### src/rtl/if_fetch_unit_pkg.sv
// Shared definitions for the instruction-fetch stage: reset PC, bubble encoding,
// fetch FSM states and the {pc, instr} FIFO entry layout.
package if_fetch_unit_pkg;

    localparam logic [31:0] RESET_PC_DEF = 32'h0000_0000;
    // Same encoding the IF/ID flush loads, so an empty FIFO looks like a flushed slot.
    localparam logic [31:0] NOP_INSTR    = 32'h0000_0000;

    typedef enum logic {
        ST_FETCH   = 1'b0,
        ST_DISCARD = 1'b1
    } fetch_state_e;

    typedef struct packed {
        logic [31:0] pc;
        logic [31:0] instr;
    } fetch_entry_t;

    function automatic logic [31:0] word_align(input logic [31:0] addr);
        return addr & 32'hFFFF_FFFC;
    endfunction

endpackage

### src/rtl/if_fetch_unit_if.sv
// Fetch-stage signal bundle: hazard/redirect inputs, instruction-memory req/ack bus
// and the IF/ID-facing outputs. master = fetch unit, slave = its environment.
interface if_fetch_unit_if;

    logic        stall_i;
    logic        branch_taken_i;
    logic [31:0] branch_target_i;
    logic        imem_req_o;
    logic [31:0] imem_addr_o;
    logic        imem_ack_i;
    logic [31:0] imem_rdata_i;
    logic [31:0] nowpc_o;
    logic [31:0] instruction_o;
    logic        valid_o;
    logic        ifid_write_o;
    logic        flush_o;

    modport master (
        input  stall_i, branch_taken_i, branch_target_i, imem_ack_i, imem_rdata_i,
        output imem_req_o, imem_addr_o, nowpc_o, instruction_o, valid_o,
               ifid_write_o, flush_o
    );

    modport slave (
        output stall_i, branch_taken_i, branch_target_i, imem_ack_i, imem_rdata_i,
        input  imem_req_o, imem_addr_o, nowpc_o, instruction_o, valid_o,
               ifid_write_o, flush_o
    );

endinterface

### src/rtl/if_fetch_unit_fetch_fifo.sv
// Synchronous {pc,instr} FIFO; head is visible combinationally, push lands next cycle.
// Clear beats push/pop; pushes while full and pops while empty are ignored.
module fetch_fifo
    import if_fetch_unit_pkg::*;
#(
    parameter int DEPTH = 2
) (
    input  logic                         clk_i,
    input  logic                         rst_i,
    input  logic                         i_push,
    input  logic                         i_pop,
    input  logic                         i_clear,
    input  fetch_entry_t                 i_dat,
    output fetch_entry_t                 o_head,
    output logic [$clog2(DEPTH+1)-1:0]   o_count,
    output logic                         o_full,
    output logic                         o_empty
);

    localparam int AW = $clog2(DEPTH);
    localparam int CW = $clog2(DEPTH + 1);

    fetch_entry_t  r_mem [DEPTH];
    logic [AW-1:0] r_wr_ptr;
    logic [AW-1:0] r_rd_ptr;
    logic [CW-1:0] r_count;
    logic          w_push;
    logic          w_pop;

    assign o_count = r_count;
    assign o_full  = (r_count == CW'(DEPTH));
    assign o_empty = (r_count == '0);
    assign o_head  = r_mem[r_rd_ptr];

    assign w_push = i_push && !o_full;
    assign w_pop  = i_pop && !o_empty;

    always_ff @(posedge clk_i or posedge rst_i) begin
        if (rst_i) begin
            r_wr_ptr <= '0;
            r_rd_ptr <= '0;
            r_count  <= '0;
        end else if (i_clear) begin
            r_wr_ptr <= '0;
            r_rd_ptr <= '0;
            r_count  <= '0;
        end else begin
            if (w_push) r_wr_ptr <= r_wr_ptr + AW'(1);
            if (w_pop)  r_rd_ptr <= r_rd_ptr + AW'(1);
            if (w_push && !w_pop)      r_count <= r_count + CW'(1);
            else if (!w_push && w_pop) r_count <= r_count - CW'(1);
        end
    end

    // Storage needs no reset: the count gates every read of it.
    always_ff @(posedge clk_i) begin
        if (w_push && !i_clear) r_mem[r_wr_ptr] <= i_dat;
    end

endmodule

### src/rtl/if_fetch_unit.sv
// Fetch stage: owns PC, one outstanding req/ack fetch, DEPTH-entry buffer feeding IF/ID.
// Ack to valid_o is 1 cycle; a full buffer drops req; redirect flushes and discards a stale fetch.
module if_fetch_unit
    import if_fetch_unit_pkg::*;
#(
    parameter logic [31:0] RESET_PC = RESET_PC_DEF,
    parameter int          DEPTH    = 2
) (
    input  logic            clk_i,
    input  logic            rst_i,
    if_fetch_unit_if.master bus
);

    localparam int CW = $clog2(DEPTH + 1);

    fetch_state_e  r_state;
    fetch_state_e  w_state_nxt;
    logic [31:0]   r_pc;
    logic [31:0]   w_pc_nxt;
    logic [31:0]   r_stale_addr;
    logic [31:0]   w_stale_nxt;
    logic          w_req;
    logic          w_ack;
    logic          w_push;
    logic          w_pop;
    logic          w_full;
    logic          w_empty;
    logic [CW-1:0] w_count;
    fetch_entry_t  w_head;
    fetch_entry_t  w_push_dat;

    // req never falls without an ack: the buffer only grows through an ack, and a
    // redirect that would move the address parks the old one in DISCARD instead.
    assign w_req      = !rst_i && ((r_state == ST_DISCARD) || !w_full);
    assign w_ack      = w_req && bus.imem_ack_i;
    assign w_push     = (r_state == ST_FETCH) && w_ack && !bus.branch_taken_i;
    assign w_pop      = !w_empty && !bus.stall_i && !bus.branch_taken_i;
    assign w_push_dat = {r_pc, bus.imem_rdata_i};

    fetch_fifo #(
        .DEPTH (DEPTH)
    ) u_fifo (
        .clk_i   (clk_i),
        .rst_i   (rst_i),
        .i_push  (w_push),
        .i_pop   (w_pop),
        .i_clear (bus.branch_taken_i),
        .i_dat   (w_push_dat),
        .o_head  (w_head),
        .o_count (w_count),
        .o_full  (w_full),
        .o_empty (w_empty)
    );

    always_comb begin
        w_state_nxt = r_state;
        w_pc_nxt    = r_pc;
        w_stale_nxt = r_stale_addr;
        if (bus.branch_taken_i) begin
            w_pc_nxt = word_align(bus.branch_target_i);
            if (w_req && !w_ack) begin
                w_state_nxt = ST_DISCARD;
                // A redirect during DISCARD must keep tracking the original stale address.
                if (r_state == ST_FETCH) w_stale_nxt = r_pc;
            end else begin
                w_state_nxt = ST_FETCH;
            end
        end else begin
            if (w_push) w_pc_nxt = r_pc + 32'd4;
            if ((r_state == ST_DISCARD) && w_ack) w_state_nxt = ST_FETCH;
        end
    end

    always_ff @(posedge clk_i or posedge rst_i) begin
        if (rst_i) begin
            r_state      <= ST_FETCH;
            r_pc         <= RESET_PC;
            r_stale_addr <= '0;
        end else begin
            r_state      <= w_state_nxt;
            r_pc         <= w_pc_nxt;
            r_stale_addr <= w_stale_nxt;
        end
    end

    assign bus.imem_req_o    = w_req;
    assign bus.imem_addr_o   = (r_state == ST_DISCARD) ? r_stale_addr : r_pc;
    assign bus.valid_o       = !w_empty;
    assign bus.instruction_o = w_empty ? NOP_INSTR : w_head.instr;
    assign bus.nowpc_o       = w_empty ? 32'h0 : w_head.pc;
    assign bus.ifid_write_o  = !bus.stall_i;
    assign bus.flush_o       = bus.branch_taken_i;

    a_push_not_full: assert property (@(posedge clk_i) disable iff (rst_i)
        !(w_push && (w_count == CW'(DEPTH))));

endmodule

### src/flat_wrapper.sv
// flat-port wrapper written by rule: the top's interface ports become plain ports
module if_fetch_unit_flat import if_fetch_unit_pkg::*;
#(
    parameter logic [31:0] RESET_PC = RESET_PC_DEF,
    parameter int          DEPTH    = 2
)
  (clk_i, rst_i, bus_stall_i, bus_branch_taken_i, bus_branch_target_i, bus_imem_ack_i, bus_imem_rdata_i, bus_imem_req_o, bus_imem_addr_o, bus_nowpc_o, bus_instruction_o, bus_valid_o, bus_ifid_write_o, bus_flush_o);
  if_fetch_unit_if bus_i ();
  input  logic clk_i;
  input  logic rst_i;
  input wire logic [$bits(bus_i.stall_i)-1:0] bus_stall_i;
  input wire logic [$bits(bus_i.branch_taken_i)-1:0] bus_branch_taken_i;
  input wire logic [$bits(bus_i.branch_target_i)-1:0] bus_branch_target_i;
  input wire logic [$bits(bus_i.imem_ack_i)-1:0] bus_imem_ack_i;
  input wire logic [$bits(bus_i.imem_rdata_i)-1:0] bus_imem_rdata_i;
  output wire logic [$bits(bus_i.imem_req_o)-1:0] bus_imem_req_o;
  output wire logic [$bits(bus_i.imem_addr_o)-1:0] bus_imem_addr_o;
  output wire logic [$bits(bus_i.nowpc_o)-1:0] bus_nowpc_o;
  output wire logic [$bits(bus_i.instruction_o)-1:0] bus_instruction_o;
  output wire logic [$bits(bus_i.valid_o)-1:0] bus_valid_o;
  output wire logic [$bits(bus_i.ifid_write_o)-1:0] bus_ifid_write_o;
  output wire logic [$bits(bus_i.flush_o)-1:0] bus_flush_o;
  assign bus_i.stall_i = bus_stall_i;
  assign bus_i.branch_taken_i = bus_branch_taken_i;
  assign bus_i.branch_target_i = bus_branch_target_i;
  assign bus_i.imem_ack_i = bus_imem_ack_i;
  assign bus_i.imem_rdata_i = bus_imem_rdata_i;
  assign bus_imem_req_o = bus_i.imem_req_o;
  assign bus_imem_addr_o = bus_i.imem_addr_o;
  assign bus_nowpc_o = bus_i.nowpc_o;
  assign bus_instruction_o = bus_i.instruction_o;
  assign bus_valid_o = bus_i.valid_o;
  assign bus_ifid_write_o = bus_i.ifid_write_o;
  assign bus_flush_o = bus_i.flush_o;
  if_fetch_unit #(.RESET_PC(RESET_PC), .DEPTH(DEPTH)) u_core (.clk_i(clk_i), .rst_i(rst_i), .bus(bus_i));
endmodule
### config.mk
export PLATFORM = sky130hd
export DESIGN_NAME = if_fetch_unit_flat
export DESIGN_NICKNAME = d
export VERILOG_FILES = /design/src/rtl/if_fetch_unit_pkg.sv /design/src/rtl/if_fetch_unit_if.sv /design/src/rtl/if_fetch_unit_fetch_fifo.sv /design/src/rtl/if_fetch_unit.sv /design/src/flat_wrapper.sv
export SDC_FILE = /design/constraint.sdc
export NUM_CORES = 1
export LEC_CHECK = 0
export CORE_MARGIN = 4
export CORE_UTILIZATION = 25
export CTS_BUF_LIST = sky130_fd_sc_hd__clkbuf_8
export DETAILED_ROUTE_END_ITERATION = 6
export PLACE_DENSITY = 0.44
export SETUP_SLACK_MARGIN = 0.15
export SYNTH_ARGS = -nofsm -noshare
export SYNTH_HDL_FRONTEND = slang
export SYNTH_HIERARCHICAL = 1
export SYNTH_SLANG_ARGS = --single-unit
### constraint.sdc
create_clock -name clk_i -period 7.6 [get_ports clk_i]
set_input_delay 2.28 -clock clk_i [delete_from_list [all_inputs] [get_ports clk_i]]
set_output_delay 2.28 -clock clk_i [all_outputs]
set_load 0.005 [all_outputs]
==> flow_metrics.env <==
export IMPL_period_needed_ns=5.90
export IMPL_post_route_period_util=0.777
export IMPL_fp_dieW_um=195
export IMPL_vias_per_cell=4.46
export IMPL_cts_buffers_inserted=17
export IMPL_grt_usage=0.122
export IMPL_placement_io_buffers=166
export IMPL_maxCapViolCount=0
export IMPL_yosysSeqAreaShare=0.631
export IMPL_ir_worst_vdd_mv=0.0975
export IMPL_path_cells="clkdlybuf4s50_1 -> a21oi_1 -> clkdlybuf4s50_1"
export IMPL_fin_nets=872
export IMPL_synth_edf_count=128
export IMPL_worstMarginPinSlew_ns=1.11
export IMPL_synth_most_common_cell="edfxtp_1"
export IMPL_first_iter_violations=251
export IMPL_critPathBufInv=2
export IMPL_gp_congestion=0.745
export IMPL_clockBufferDepth=2
export IMPL_cp_top_family="buffers and inverters"
export IMPL_cpMostUsedCell="clkdlybuf4s50_1"
export IMPL_dpl_instance_area_um2=11000
export IMPL_drc=0
export IMPL_cts_resized=0
export IMPL_cts_setup_buffers=0
export IMPL_holdCritPathClass="register to register"
export IMPL_p_per_area_nw_per_um2=205
export IMPL_synth_seq_cells=195
export IMPL_yosys_area_top_type_share=0.439
export IMPL_drive_above_1_share=0.212
export IMPL_syn_avg_cell_area_um2=13.6
export IMPL_grt_max_degree=66
export IMPL_synth_cell_types=47
export IMPL_coreArea_um2=34500
export IMPL_numClockSinks=195
export IMPL_routedWlPerCell_um=18.3
export IMPL_die_height_um=195
export IMPL_rsz0062_at_grt="no"
export IMPL_cp_slowest_cell="clkdlybuf4s50_1"
export IMPL_slew_violations=0
export IMPL_hpwl_um=15300
export IMPL_ant_nets=0
export IMPL_ios=169
export IMPL_hold_violations=0
export IMPL_grt_pass1_vias=5778
export IMPL_worstPathRequired_ns=5.32
export IMPL_synth_area_top_cells="edfxtp_1 (44%), dfrtp_1 (19%), mux2_2 (15%)"
export IMPL_wl_um=23200
export IMPL_outcome="finished, final reports clean"
export IMPL_finalInstanceArea_um2=11400
export IMPL_drtPass1Iterations=4
export IMPL_h_tree_depth=4
export IMPL_initial_core_util=0.253
export IMPL_gr_total_overflow=0
export IMPL_ctsHoldBuffers=0
export IMPL_die_area_um2=38000
export IMPL_synth_top_flop_cell="edfxtp_1"
export IMPL_cts_root_buf="clkbuf_8"
export IMPL_crit_type="input pin to output pin"
export IMPL_place_ws_ns=1.70
export IMPL_fin_skew_ns=0.0162
export IMPL_syn_area_um2=8750
export IMPL_relSlewSlack=0.260
export IMPL_p_leak_nw=3.82
export IMPL_antenna_cells=0
export IMPL_worstPathArrival_ns=3.62
export IMPL_num_rows=68
export IMPL_grt_pass1_wl_um=35600
export IMPL_cp_start_kind="input pin"
export IMPL_synth_top_cells_by_count="edfxtp_1 (128), mux2_2 (119), dfrtp_1 (67)"
export IMPL_netlist_instances=642
export IMPL_synth_top_area_cell="edfxtp_1"
export IMPL_power_total_mw=2.33
export IMPL_fmaxAchievable_ghz=0.169
export IMPL_vias=5667
export IMPL_setup_tns_ns=0
export IMPL_antenna_found_initial=0
export IMPL_cts_tree="built"
export IMPL_endpoint_kind="output pin"
export IMPL_setup_slack_ns=1.70
export IMPL_clock_latency_ns=0.48
export IMPL_path_max_fanout=5
export IMPL_final_cell_count_no_fill=1270
export IMPL_finalSetupViolations=0
export IMPL_async_flop_share=0.344
export IMPL_dp_cells=1238
export IMPL_cpPeakStageDelay_ns=0.57
export IMPL_yosysWarnings=6
export IMPL_clk_transition_reported_paths_ns=0.11
export IMPL_area_growth_pct=29.9
==> stage by stage <==
stage	hold WS [ns]	util
6_report	0.495	0.329
5_1_grt	0.525	0.329
4_1_cts	0.498	0.329
3_5_place_dp	0.472	0.317
3_3_place_gp	0.462	0.317
2_1_floorplan	0.450	-
==> placed cells by master, fill, tap and decap left out, types with 17 or more instances in the layout <==
| master | instances |
|---|---|
| edfxtp_1 | 128 |
| o21ai_0 | 22 |
| mux2_2 | 119 |
| nand2_1 | 30 |
| nand3_1 | 17 |
| clkbuf_8 | 18 |
| nor2b_1 | 66 |
| clkdlybuf4s50_1 | 166 |
| nor2_1 | 19 |
| dfrtp_1 | 66 |
==> per-layer routing <==
metal,global-route usage,routed length (um),vias to the layer above
met3,0.0293,960,19
met2,0.184,10400,137
met4,0.0344,301,0
li1,-,-,2710
met5,0,0,-
met1,0.174,11500,2801
==> cells by family after synthesis <==
group | share of synthesized area
AO/OA/AOI/OAI | 0.0504
XOR/XNOR | 0.00801
adder cells (fa/ha/maj) | 0.00143
buffers and inverters | 0.0265
flip-flops | 0.631
multiplexers | 0.156
other | 0.000429
AND/OR/NAND/NOR | 0.127
==> report_power, final <==
group	switching [mW]	internal [mW]	leakage (nW)
logic	0.135	0.203	1.65
clock network	0.403	0.312	0.213
registers	0.0637	1.21	1.95
total	0.602	1.73	3.82
==> registers in the layout, indices dropped and copies added, names as in the netlist <==
register and flops:
u_core/u_fifo/r_rd_ptr 1, u_core/r_stale_addr 32, u_core/u_fifo/o_count 2, u_core/r_state 1, u_core/u_fifo/r_wr_ptr 1, u_core/r_pc 30, u_core/u_fifo/r_mem 128
==> worst paths after layout <==
check	startpoint	end	slack, ns	cells after the start
max in group asynchronous	rst_i	u_core/r_stale_addr[26]	4.32	3
min in group asynchronous	rst_i	u_core/u_fifo/r_rd_ptr	2.13	2
worst max register to register	u_core/u_fifo/o_count[0]	u_core/u_fifo/r_mem[1][4]	4.15	7
worst min-delay path	u_core/r_stale_addr[0]	u_core/r_stale_addr[0]	0.49	1
worst min register to register	u_core/r_stale_addr[0]	u_core/r_stale_addr[0]	0.49	1
worst max-delay path	rst_i	bus_imem_req_o	1.70	3
==> cell type report <==
type                       count  area (um^2)
clock buffer                  18          248
clock inverter                14          164
fill                        3500        23200
inverter                      16         60.1
multi-input combinational    396         3040
sequential                   195         5520
tap                          455          569
timing repair buffer         176         1760
No activity file was read; power rests on OpenSTA's default activity.
